==> config.mk <==
export PLATFORM = sky130hd
export DESIGN_NAME = tabla_barrido
export DESIGN_NICKNAME = d
export VERILOG_FILES = /design/src/rtl/tabla_barrido.sv
export SDC_FILE = /design/constraint.sdc
export NUM_CORES = 1
export LEC_CHECK = 0
export CORE_ASPECT_RATIO = 1.75
export CORE_MARGIN = 2
export CORE_UTILIZATION = 25
export DETAILED_ROUTE_END_ITERATION = 12
export GPL_ROUTABILITY_DRIVEN = 0
export GPL_TIMING_DRIVEN = 0
export SETUP_SLACK_MARGIN = 0.1
export SYNTH_ARGS = -nofsm -noshare
export SYNTH_HDL_FRONTEND = slang
export SYNTH_SLANG_ARGS = --single-unit
==> constraint.sdc <==
create_clock -name clk -period 2 [get_ports clk]
set_input_delay 0.4 -clock clk [delete_from_list [all_inputs] [get_ports clk]]
set_output_delay 0.4 -clock clk [all_outputs]
set_load 0.01 [all_outputs]
==> src/rtl/tabla_barrido.sv <==
// Exhaustive truth-table sweeper: drives every input vector in ascending order, samples y after SETTLE+1 cycles.
// Sweep takes 2^N_IN*(SETTLE+1) busy cycles plus a DONE cycle; start is ignored unless idle.
module tabla_barrido #(
   parameter int N_IN   = 3,
   parameter int SETTLE = 1
) (
   input  logic                 clk,
   input  logic                 reset,
   input  logic                 start,
   input  logic [2**N_IN-1:0]   expected,
   input  logic                 y,
   output logic [N_IN-1:0]      abc,
   output logic                 busy,
   output logic                 done,
   output logic [2**N_IN-1:0]   table_out,
   output logic                 pass,
   output logic [N_IN:0]        err_cnt,
   output logic [N_IN-1:0]      first_fail
);
   localparam int NT = 2**N_IN;
   localparam int CW = (SETTLE > 1) ? $clog2(SETTLE) : 1;
   localparam logic [CW-1:0]   CNT_LOAD = CW'(SETTLE - 1);
   localparam logic [N_IN-1:0] IDX_LAST = {N_IN{1'b1}};

   localparam logic [1:0] S_IDLE   = 2'd0;
   localparam logic [1:0] S_WAIT   = 2'd1;
   localparam logic [1:0] S_SAMPLE = 2'd2;
   localparam logic [1:0] S_DONE   = 2'd3;

   logic [1:0]      state_q, state_d;
   logic [N_IN-1:0] idx_q, idx_d;
   logic [CW-1:0]   cnt_q, cnt_d;
   logic [NT-1:0]   shadow_q, shadow_d;
   logic [NT-1:0]   gold_q, gold_d;
   logic [N_IN:0]   run_err_q, run_err_d;
   logic [N_IN-1:0] run_ff_q, run_ff_d;

   logic [N_IN-1:0] abc_q, abc_d;
   logic            busy_q, busy_d;
   logic            done_q, done_d;
   logic [NT-1:0]   table_q, table_d;
   logic            pass_q, pass_d;
   logic [N_IN:0]   err_cnt_q, err_cnt_d;
   logic [N_IN-1:0] first_fail_q, first_fail_d;

   always_comb begin
      state_d      = state_q;
      idx_d        = idx_q;
      cnt_d        = cnt_q;
      shadow_d     = shadow_q;
      gold_d       = gold_q;
      run_err_d    = run_err_q;
      run_ff_d     = run_ff_q;
      done_d       = 1'b0;
      table_d      = table_q;
      pass_d       = pass_q;
      err_cnt_d    = err_cnt_q;
      first_fail_d = first_fail_q;

      case (state_q)
         S_IDLE: begin
            if (start) begin
               gold_d    = expected;
               shadow_d  = '0;
               run_err_d = '0;
               run_ff_d  = '0;
               idx_d     = '0;
               cnt_d     = CNT_LOAD;
               state_d   = S_WAIT;
            end
         end
         S_WAIT: begin
            if (cnt_q == '0) state_d = S_SAMPLE;
            else             cnt_d   = cnt_q - CW'(1);
         end
         S_SAMPLE: begin
            shadow_d[idx_q] = y;
            if (y != gold_q[idx_q]) begin
               run_err_d = run_err_q + (N_IN+1)'(1);
               // The running count is still zero only on the first mismatch.
               if (run_err_q == '0) run_ff_d = idx_q;
            end
            if (idx_q == IDX_LAST) begin
               state_d = S_DONE;
            end else begin
               idx_d   = idx_q + N_IN'(1);
               cnt_d   = CNT_LOAD;
               state_d = S_WAIT;
            end
         end
         default: begin
            table_d      = shadow_q;
            err_cnt_d    = run_err_q;
            first_fail_d = run_ff_q;
            pass_d       = (run_err_q == '0);
            done_d       = 1'b1;
            state_d      = S_IDLE;
         end
      endcase

      // Outputs follow the next state so abc/busy change on the same edge as the FSM.
      busy_d = (state_d == S_WAIT) || (state_d == S_SAMPLE);
      abc_d  = busy_d ? idx_d : '0;
   end

   always_ff @(posedge clk or posedge reset) begin
      if (reset) begin
         state_q      <= S_IDLE;
         idx_q        <= '0;
         cnt_q        <= '0;
         shadow_q     <= '0;
         gold_q       <= '0;
         run_err_q    <= '0;
         run_ff_q     <= '0;
         abc_q        <= '0;
         busy_q       <= 1'b0;
         done_q       <= 1'b0;
         table_q      <= '0;
         pass_q       <= 1'b0;
         err_cnt_q    <= '0;
         first_fail_q <= '0;
      end else begin
         state_q      <= state_d;
         idx_q        <= idx_d;
         cnt_q        <= cnt_d;
         shadow_q     <= shadow_d;
         gold_q       <= gold_d;
         run_err_q    <= run_err_d;
         run_ff_q     <= run_ff_d;
         abc_q        <= abc_d;
         busy_q       <= busy_d;
         done_q       <= done_d;
         table_q      <= table_d;
         pass_q       <= pass_d;
         err_cnt_q    <= err_cnt_d;
         first_fail_q <= first_fail_d;
      end
   end

   assign abc        = abc_q;
   assign busy       = busy_q;
   assign done       = done_q;
   assign table_out  = table_q;
   assign pass       = pass_q;
   assign err_cnt    = err_cnt_q;
   assign first_fail = first_fail_q;
endmodule

=== Yosys cells after proc, flatten, opt, wreduce, memory -nomap -nowiden ===
Cells that the tools add are included.

* Input bits: 12
* Output and inout port bits: 21
* Register bits: 50
* Logic and storage cells: 68

* Reductions and logical operators: 12
* Mux-type cells: 27
* Equal/unequal tests: 10
* Add/subtract/negate cells: 3
* Magnitude comparators: 2

{| class="wikitable"
|+ Operators with widths
! operator !! number
|-
| $mux 3 || 6
|-
| $pmux 8 s2 || 1
|-
| $pmux 3 s2 || 2
|-
| $bwmux 8 || 1
|-
| $mux 4 || 2
|-
| $mux 8 || 1
|-
| $ne 2x2->1 const B || 4
|-
| $pmux 4 s2 || 1
|-
| $mux 1 || 6
|-
| $mux 2 || 3
|-
| $pmux 2 s3 || 1
|-
| $reduce_and 3->1 || 2
|-
| $add 4x1->4 const B || 1
|-
| $eq 2x1->1 const B || 2
|-
| $eq 2x2->1 const B || 2
|-
| $logic_not 4->1 || 1
|-
| $lt 3x4->1 const B || 1
|-
| $reduce_and 2->1 || 2
|-
| $reduce_and 4->1 || 1
|-
| $add 3x1->3 const B || 1
|-
| $bmux 1 s3 || 1
|-
| $demux 1 s3 || 1
|-
| $eq 3x3->1 const B || 1
|-
| $ge 3x1->1 const B || 1
|-
| other kinds (9) || 9
|}

=== Longest topological paths before layout ===
Gate-level depths: netlist (run 1).

* Depth in word-level cells: 6
* Mapped depth: 7
* Depth with buffers taken out: 6

=== Least setup slack after synthesis (run 1) ===
OpenSTA, ideal clock, no wires.

* Kind: register -> register
* Start: register idx_q[0]
* End: register run_err_q[1]
* Setup slack: 0.024 ns
* Required time: 1.872 ns
* Arrival: 1.848 ns
* Path buffers: 0
* Setup time: 0.128 ns
* Period minus slack after synthesis: 1.976 ns
* Cell stages (with the launch flop): 5
* Cells stage by stage: dfrtp_1 mux2_1 mux4_2 mux2i_2 mux2_1

* Word-level cells in the longest chain between the ends: 5

{| class="wikitable"
|+ RTL lines
! element !! RTL line !! text
|-
| start, declared || 31 || <nowiki>logic [N_IN-1:0] idx_q, idx_d;</nowiki>
|-
| start signal, assigned || 124 || <nowiki>idx_q <= idx_d;</nowiki>
|-
| $bmux 1 s3 || 78 || <nowiki>if (y != gold_q[idx_q]) begin</nowiki>
|-
| $mux 1 (implied by the code) || 78 ||
|-
| $ne 1x1->1 || 78 ||
|-
| $ne 2x2->1 (no line) || n/a ||
|-
| $reduce_and 3->1 (no line) || n/a ||
|-
| end signal, assigned || 128 || <nowiki>run_err_q <= run_err_d;</nowiki>
|-
| end, declared || 35 || <nowiki>logic [N_IN:0] run_err_q, run_err_d;</nowiki>
|}

Every way passes these cells. The select of a mux whose other input is x is not followed.
A chain may end at the register's enable or synchronous reset.

=== Final worst setup path (run 1) ===
Ends and elaborated chain as after synthesis.

==> flow_summary.json, run 1 <==
{
  "result_of_the_run": "finished, violations left",
  "violations": "negative setup slack",
  "ys_seq_elements": 49,
  "synthCells": 192,
  "worstReg2RegEnd": "run_err_q[1]$_DFFE_PP0P_",
  "start_util_pct": 25.8,
  "irDropWorstVdd_uv": 375,
  "dr_vias": 1515,
  "grt.total_usage_pct": 10.5,
  "sequential_area_share_after_synthesis_pct": 57.2,
  "number_of_antenna_violations_at_the_first_check_in_global_routing": 0,
  "routed.top_layer": "met4",
  "synth_xor_area_share_pct": 0,
  "r2r_start": "idx_q[0]$_DFF_PP0_",
  "drtPass1Iterations": 4,
  "layout_cells_sized_above_1_pct": 10.6,
  "die_w_um": 74.0,
  "holdBufCountCts": 0,
  "fin_crit_ps": 2040,
  "port_buffers": 32,
  "cp_max_fo": 6,
  "area_growth_pct": 31.7,
  "cts_inserted_buffers": 5,
  "total_leakage_power_nw": 1.29,
  "timing.fmax_mhz": 490,
  "yosys_warnings": 0,
  "hpwl_mm": 3.36,
  "power.density_nw_per_um2": 1310,
  "worst_slack_ps": -39.2,
  "drv.max_cap_violation_count": 0,
  "critical_path.endpoint_type": "flop",
  "postSynthAreaPerCell_um2": 11.2,
  "detailedRoute.firstIterationViolations": 80,
  "met3_wirelength_um": 182,
  "synth_cell_type_count": 30,
  "leftover_overflow_at_the_end_of_global_routing": 0,
  "synth_simple_gate_area_share_pct": 13.2,
  "critical_path_required_ps": 2170,
  "first_global_vias": 1547,
  "wl_mm": 4.45,
  "io_count": 33,
  "hold_viol_final": 0,
  "max_slew.worst_pin.slew_ps": 464,
  "worstSetupStartpoint": "idx_q[0]$_DFF_PP0_",
  "route.antenna.remaining_nets": 0,
  "worst-setup-path-type": "reg -> reg",
  "startpoint_type": "flop",
  "timing.setup.tns_ps": -43.2,
  "via_per_inst": 4.33,
  "post-synth-top-area-fraction_pct": 57.2,
  "die_y_um": 127,
  "row_count": 44,
  "placedInstanceArea_um2": 2640,
  "tritoncts": "done",
  "grt_start_max_net_pins": 44,
  "drt-wirelength-per-cell_um": 12.7,
  "wire_length_of_the_first_global_routing_pass_mm": 7.45,
  "met2WireLength_mm": 2.48,
  "cts_root_buffer": "clkbuf_16",
  "clock_path_buffers": 2,
  "synthesized_area_fraction_occupied_by_adder_cells_pct": 1.75,
  "synthDominantAreaCellType": "dfrtp_1",
  "rsz0062_at_grt": "true",
  "critPathArrivalTime_ps": 2210,
  "synthesis.nets": 207,
  "synthMuxAreaShare_pct": 16.5,
  "num-nets-final": 249,
  "worst_setup_endpoint": "run_err_q[1]$_DFFE_PP0P_",
  "post_synth_main_area_contributors": "dfrtp_1 57%, mux2_1 10%, nand2_1 7.9%",
  "final-instance-count-excl-fill": 350,
  "synth.cell_area_um2": 2140,
  "clkSlewWorstSetupHoldPaths_ps": 60,
  "placed_cells": 340,
  "regToRegSetupSlack_ps": -40,
  "htree_num_levels": 2,
  "drc": 0,
  "synth_compound_gate_area_share_pct": 7.58,
  "clock_latency_ps": 290,
  "final_util_pct": 34.0,
  "max_slew_margin_pct": 69.0,
  "worst_r2r_path_cells": 4,
  "main_combinational_cell_family_by_area_after_synthesis": "multiplexers",
  "clock_skew_ps": 4.24,
  "report.power.total_mw": 3.70,
  "floorplan.core_area_um2": 8310,
  "wl_met1_mm": 1.66,
  "finish_stage_setup_viols": 2,
  "min_path_type": "in -> async",
  "cts_sinks": 49,
  "final.period_utilization_pct": 102,
  "floorplan.die_area_um2": 9360,
  "timing_max_transition_violations_final": 0,
  "layout.cell_area.non_filler_um2": 2820,
  "antenna-diode-count": 0
}
## worst max-delay path, cell delays in order, from the launching register on
cell and delay (ps):
dfrtp_2 470, mux2_4 310, mux4_2 590, mux2i_4 240, mux2_4 320
## what timing repair did
action | CTS | global route
setup endpoints to repair | 11 | 14
setup buffers | 2 | 0
gates resized for setup | 3 | 5
## cells in the mapped netlist
| cell type | number |
|---|---|
| mux2_1 | 19 |
| inv_1 | 8 |
| dfrtp_1 | 49 |
| nand4b_1 | 1 |
| a32o_1 | 1 |
| nand3_1 | 5 |
| mux2i_1 | 9 |
| ha_1 | 3 |
| o41ai_1 | 4 |
| and2_1 | 1 |
| inv_2 | 2 |
| mux2i_2 | 2 |
| o311ai_1 | 4 |
| nor3_1 | 3 |
| nand2b_1 | 1 |
| o21a_1 | 1 |
| a21oi_1 | 2 |
| o21ai_1 | 3 |
| nor2_1 | 5 |
| mux4_2 | 1 |
| nor2b_1 | 1 |
| nand2_1 | 45 |
| nor4_1 | 1 |
| o21ai_0 | 1 |
| nor3b_1 | 3 |
| o211ai_1 | 3 |
| buf_1 | 1 |
| clkbuf_1 | 9 |
| buf_2 | 1 |
| o31ai_1 | 3 |
## power breakdown
part | internal, mW | total, mW | switching, mW
clock network | 0.499 | 0.837 | 0.338
registers | 1.28 | 1.46 | 0.175
logic | 0.699 | 1.40 | 0.700
## worst min path at each step
| stage | startpoint | to | slack, ps |
|---|---|---|---|
| after global placement | gold_q[6]$_DFFE_PP0P_ | gold_q[6]$_DFFE_PP0P_ | 450 |
| after floorplan | gold_q[4]$_DFFE_PP0P_ | gold_q[4]$_DFFE_PP0P_ | 440 |
| final | reset | table_out[4]$_DFFE_PP0P_ | 320 |
| after CTS | reset | table_out[7]$_DFFE_PP0P_ | 320 |
| after detailed placement | gold_q[5]$_DFFE_PP0P_ | gold_q[5]$_DFFE_PP0P_ | 460 |
| after global routing | reset | table_out[6]$_DFFE_PP0P_ | 340 |
## state kept, by name, summed over array words and instances, names as in the netlist
register	count
abc	3
busy	1
done	1
err_cnt	4
first_fail	3
gold_q	8
idx_q	3
pass	1
run_err_q	4
run_ff_q	3
shadow_q	8
state_q	2
table_out	8
## per-stage QoR
| stage | setup WS [ps] | hold WS [ps] |
|---|---|---|
| 6_report | -39.2 | 325 |
| 5_1_grt | -70.4 | 339 |
| 4_1_cts | -35.6 | 317 |
| 3_5_place_dp | -113 | 464 |
| 3_3_place_gp | -663 | 454 |
| 2_1_floorplan | 35.3 | 438 |
## layout make-up
| cell class | instances | area (um2) |
|---|---|---|
| Timing Repair Buffer | 35 | 355 |
| Sequential cell | 49 | 1230 |
| Multi-Input combinational cell | 122 | 868 |
| Tap cell | 115 | 144 |
| Inverter | 10 | 37.5 |
| Buffer | 11 | 45.0 |
| Clock buffer | 8 | 146 |
| Fill cell | 847 | 5490 |
## per-layer routing
layer,track usage [%],vias to the layer above
met5,0,-
met4,5.78,0
li1,-,748
met1,10.6,728
met3,2.54,9
met2,19.0,30
## cells in the final DEF, fill, tap and decap left out, drive strengths merged, types with 2 or more instances in the layout
cell / synthesis / routed
inv: 10 / 10
nor3b: 3 / 3
o41ai: 4 / 4
nand2: 45 / 45
mux2i: 11 / 11
nor2: 5 / 5
mux2: 19 / 19
clkbuf: 9 / 17
nor3: 3 / 3
o31ai: 3 / 3
o211ai: 3 / 3
nand3: 5 / 5
a21oi: 2 / 2
dfrtp: 49 / 49
o311ai: 4 / 4
o21ai: 4 / 4
clkdlybuf4s50: 0 / 32
ha: 3 / 3
buf: 2 / 5
## kinds of logic (layout without fill, tap and decap cells)
logic type,Yosys count,count (layout)
AND/OR/NAND/NOR,66,66
buffers and inverters,21,64
flip-flops,49,49
AO/OA/AOI/OAI,22,22
adder cells (fa/ha/maj),3,3
multiplexers,31,31
No activity file was read; power rests on OpenSTA's default activity.
==> inputs of run 2 (changes only) <==
--- a/config.mk
+++ b/config.mk
@@ -9,6 +9,7 @@
 export CORE_MARGIN = 2
 export CORE_UTILIZATION = 25
 export DETAILED_ROUTE_END_ITERATION = 12
+export DONT_BUFFER_PORTS = 1
 export GPL_ROUTABILITY_DRIVEN = 0
 export GPL_TIMING_DRIVEN = 0
 export SETUP_SLACK_MARGIN = 0.1
==> run 2 against run 1 <==
  * The flow still finishes with violations (negative setup slack)
  * Clock skew decreased by 1.8 ps
  * Design area decreased by 10%
  * Combinational power down 19%
  * Sequential share of layout area up 5.0 points
  * Utilization shrank 3.5 points
  * First-iteration DRC count fell by 14%
  * Non-clock buffer count is 30 lower
  * Power down 5.1%
  * Register-to-register slack gained 30 ps
  * Critical path type unchanged
  * Largest power group unchanged
  * Highest routed layer unchanged
==> flow_summary.json, run 2 (synthesized netlist as in run 1, its figures left out) <==
{
  "startpoint_type": "flop",
  "clock_path_buffers": 2,
  "grt_start_max_net_pins": 32,
  "cts_root_buffer": "clkbuf_16",
  "mostFrequentLayoutCell": "dfrtp_1",
  "dr_vias": 1417,
  "grt.total_usage_pct": 10.6,
  "cts_inserted_buffers": 5,
  "worstSetupStartpoint": "idx_q[0]$_DFF_PP0_",
  "irDropWorstVdd_uv": 412,
  "critical_path_required_ps": 2170,
  "hpwl_mm": 3.40,
  "tritoncts": "done",
  "result_of_the_run": "finished, violations left",
  "total_leakage_power_nw": 1.17,
  "regToRegSetupSlack_ps": -10,
  "violations": "negative setup slack",
  "wl_mm": 4.56,
  "clock_skew_ps": 2.39,
  "critPathArrivalTime_ps": 2190,
  "layout_cells_sized_above_1_pct": 13.2,
  "io_count": 33,
  "critical_path.endpoint_type": "flop",
  "drc": 0,
  "placed_cells": 308,
  "htree_num_levels": 2,
  "die_y_um": 127,
  "final.period_utilization_pct": 101,
  "max_slew.worst_pin.slew_ps": 497,
  "finish_stage_setup_viols": 3,
  "via_per_inst": 4.44,
  "floorplan.core_area_um2": 8310,
  "worst_r2r_path_cells": 4,
  "worst-setup-path-type": "reg -> reg",
  "cts_sinks": 49,
  "power.density_nw_per_um2": 1390,
  "first_global_vias": 1457,
  "worst_slack_ps": -13.9,
  "timing.setup.tns_ps": -21.7,
  "area_growth_pct": 18.0,
  "drv.max_cap_violation_count": 0,
  "rsz0062_at_grt": "true",
  "leftover_overflow_at_the_end_of_global_routing": 0,
  "start_util_pct": 25.8,
  "worstReg2RegEnd": "run_err_q[1]$_DFFE_PP0P_",
  "hold_viol_final": 0,
  "number_of_antenna_violations_at_the_first_check_in_global_routing": 0,
  "clock_latency_ps": 290,
  "max_slew_margin_pct": 66.9,
  "die_w_um": 74.0,
  "port_buffers": 0,
  "fin_crit_ps": 2010,
  "antenna-diode-count": 0,
  "hold_path.startpoint": "expected[4]",
  "timing.fmax_mhz": 497,
  "min_path_type": "in -> reg",
  "wire_length_of_the_first_global_routing_pass_mm": 7.34,
  "r2r_start": "idx_q[0]$_DFF_PP0_",
  "detailedRoute.firstIterationViolations": 69,
  "hold_depth": 2,
  "route.antenna.remaining_nets": 0,
  "worstHoldEndpoint": "gold_q[4]$_DFFE_PP0P_",
  "cp_max_fo": 6,
  "row_count": 44,
  "num-nets-final": 219,
  "drt-wirelength-per-cell_um": 14.3,
  "drtPass1Iterations": 4,
  "final-instance-count-excl-fill": 319,
  "clkSlewWorstSetupHoldPaths_ps": 60,
  "floorplan.die_area_um2": 9360,
  "mostFrequentLayoutCells": "48 x dfrtp_1, 45 x nand2_1, 14 x mux2_1",
  "timing_max_transition_violations_final": 0
}
run 2: how the worst max path moves through the flow:
stage,to,cells after the start
after floorplan,run_err_q[1]$_DFFE_PP0P_,4
final,run_err_q[1]$_DFFE_PP0P_,4
after detailed placement,run_err_q[1]$_DFFE_PP0P_,4
after global placement,idx_q[0]$_DFF_PP0_,1
after CTS,run_err_q[1]$_DFFE_PP0P_,4
after global routing,run_err_q[1]$_DFFE_PP0P_,4
run 2: repair_timing:
item                                   in CTS  in global routing
buffers inserted                            3                  0
cloned                                      0                  0
endpoints found under the hold margin      18                  0
gates resized for setup                     5                  5
hold buffers                                1                  0
setup endpoints to repair                  11                 11
run 2: per-layer routing:
| layer | track usage, % | wire length [um] |
|---|---|---|
| met5 | 0 | 0 |
| met3 | 4.05 | 277 |
| met2 | 19.0 | 2590 |
| met1 | 9.93 | 1570 |
| met4 | 5.45 | 116 |
run 2: power by group:
group	internal (mW)	switching, mW
clock	0.491	0.333
combinational	0.525	0.619
sequential	1.29	0.252
total	2.30	1.20
run 2: per-stage QoR:
step / worst slack, ps / cell area [um2] / util [%] / total power [mW] / hold slack [ps]
after floorplan: 35.3 / 2150 / - / 2.30 / 438
after global placement: -252 / 2300 / 27.6 / 2.53 / 457
after detailed placement: -111 / 2320 / 27.9 / 2.57 / 304
after CTS: -27.8 / 2520 / 30.3 / 3.53 / 209
after global routing: -70.0 / 2530 / 30.4 / 3.74 / 213
final: -13.9 / 2530 / 30.4 / 3.51 / 216
run 2: layout make-up:
class | count | area (um2)
plain buffers | 11 | 45.0
clock buffers | 7 | 143
fillers | 850 | 5780
inverters | 10 | 37.5
multi-input cells | 122 | 882
flip-flops and latches | 49 | 1230
well taps | 115 | 144
repair buffers | 5 | 52.6
run 2: worst max-delay path, stage by stage, from the launching register on:
cell     delay (ps)
dfrtp_2         470
mux2_4          310
mux4_2          540
mux2i_2         260
mux2_4          320
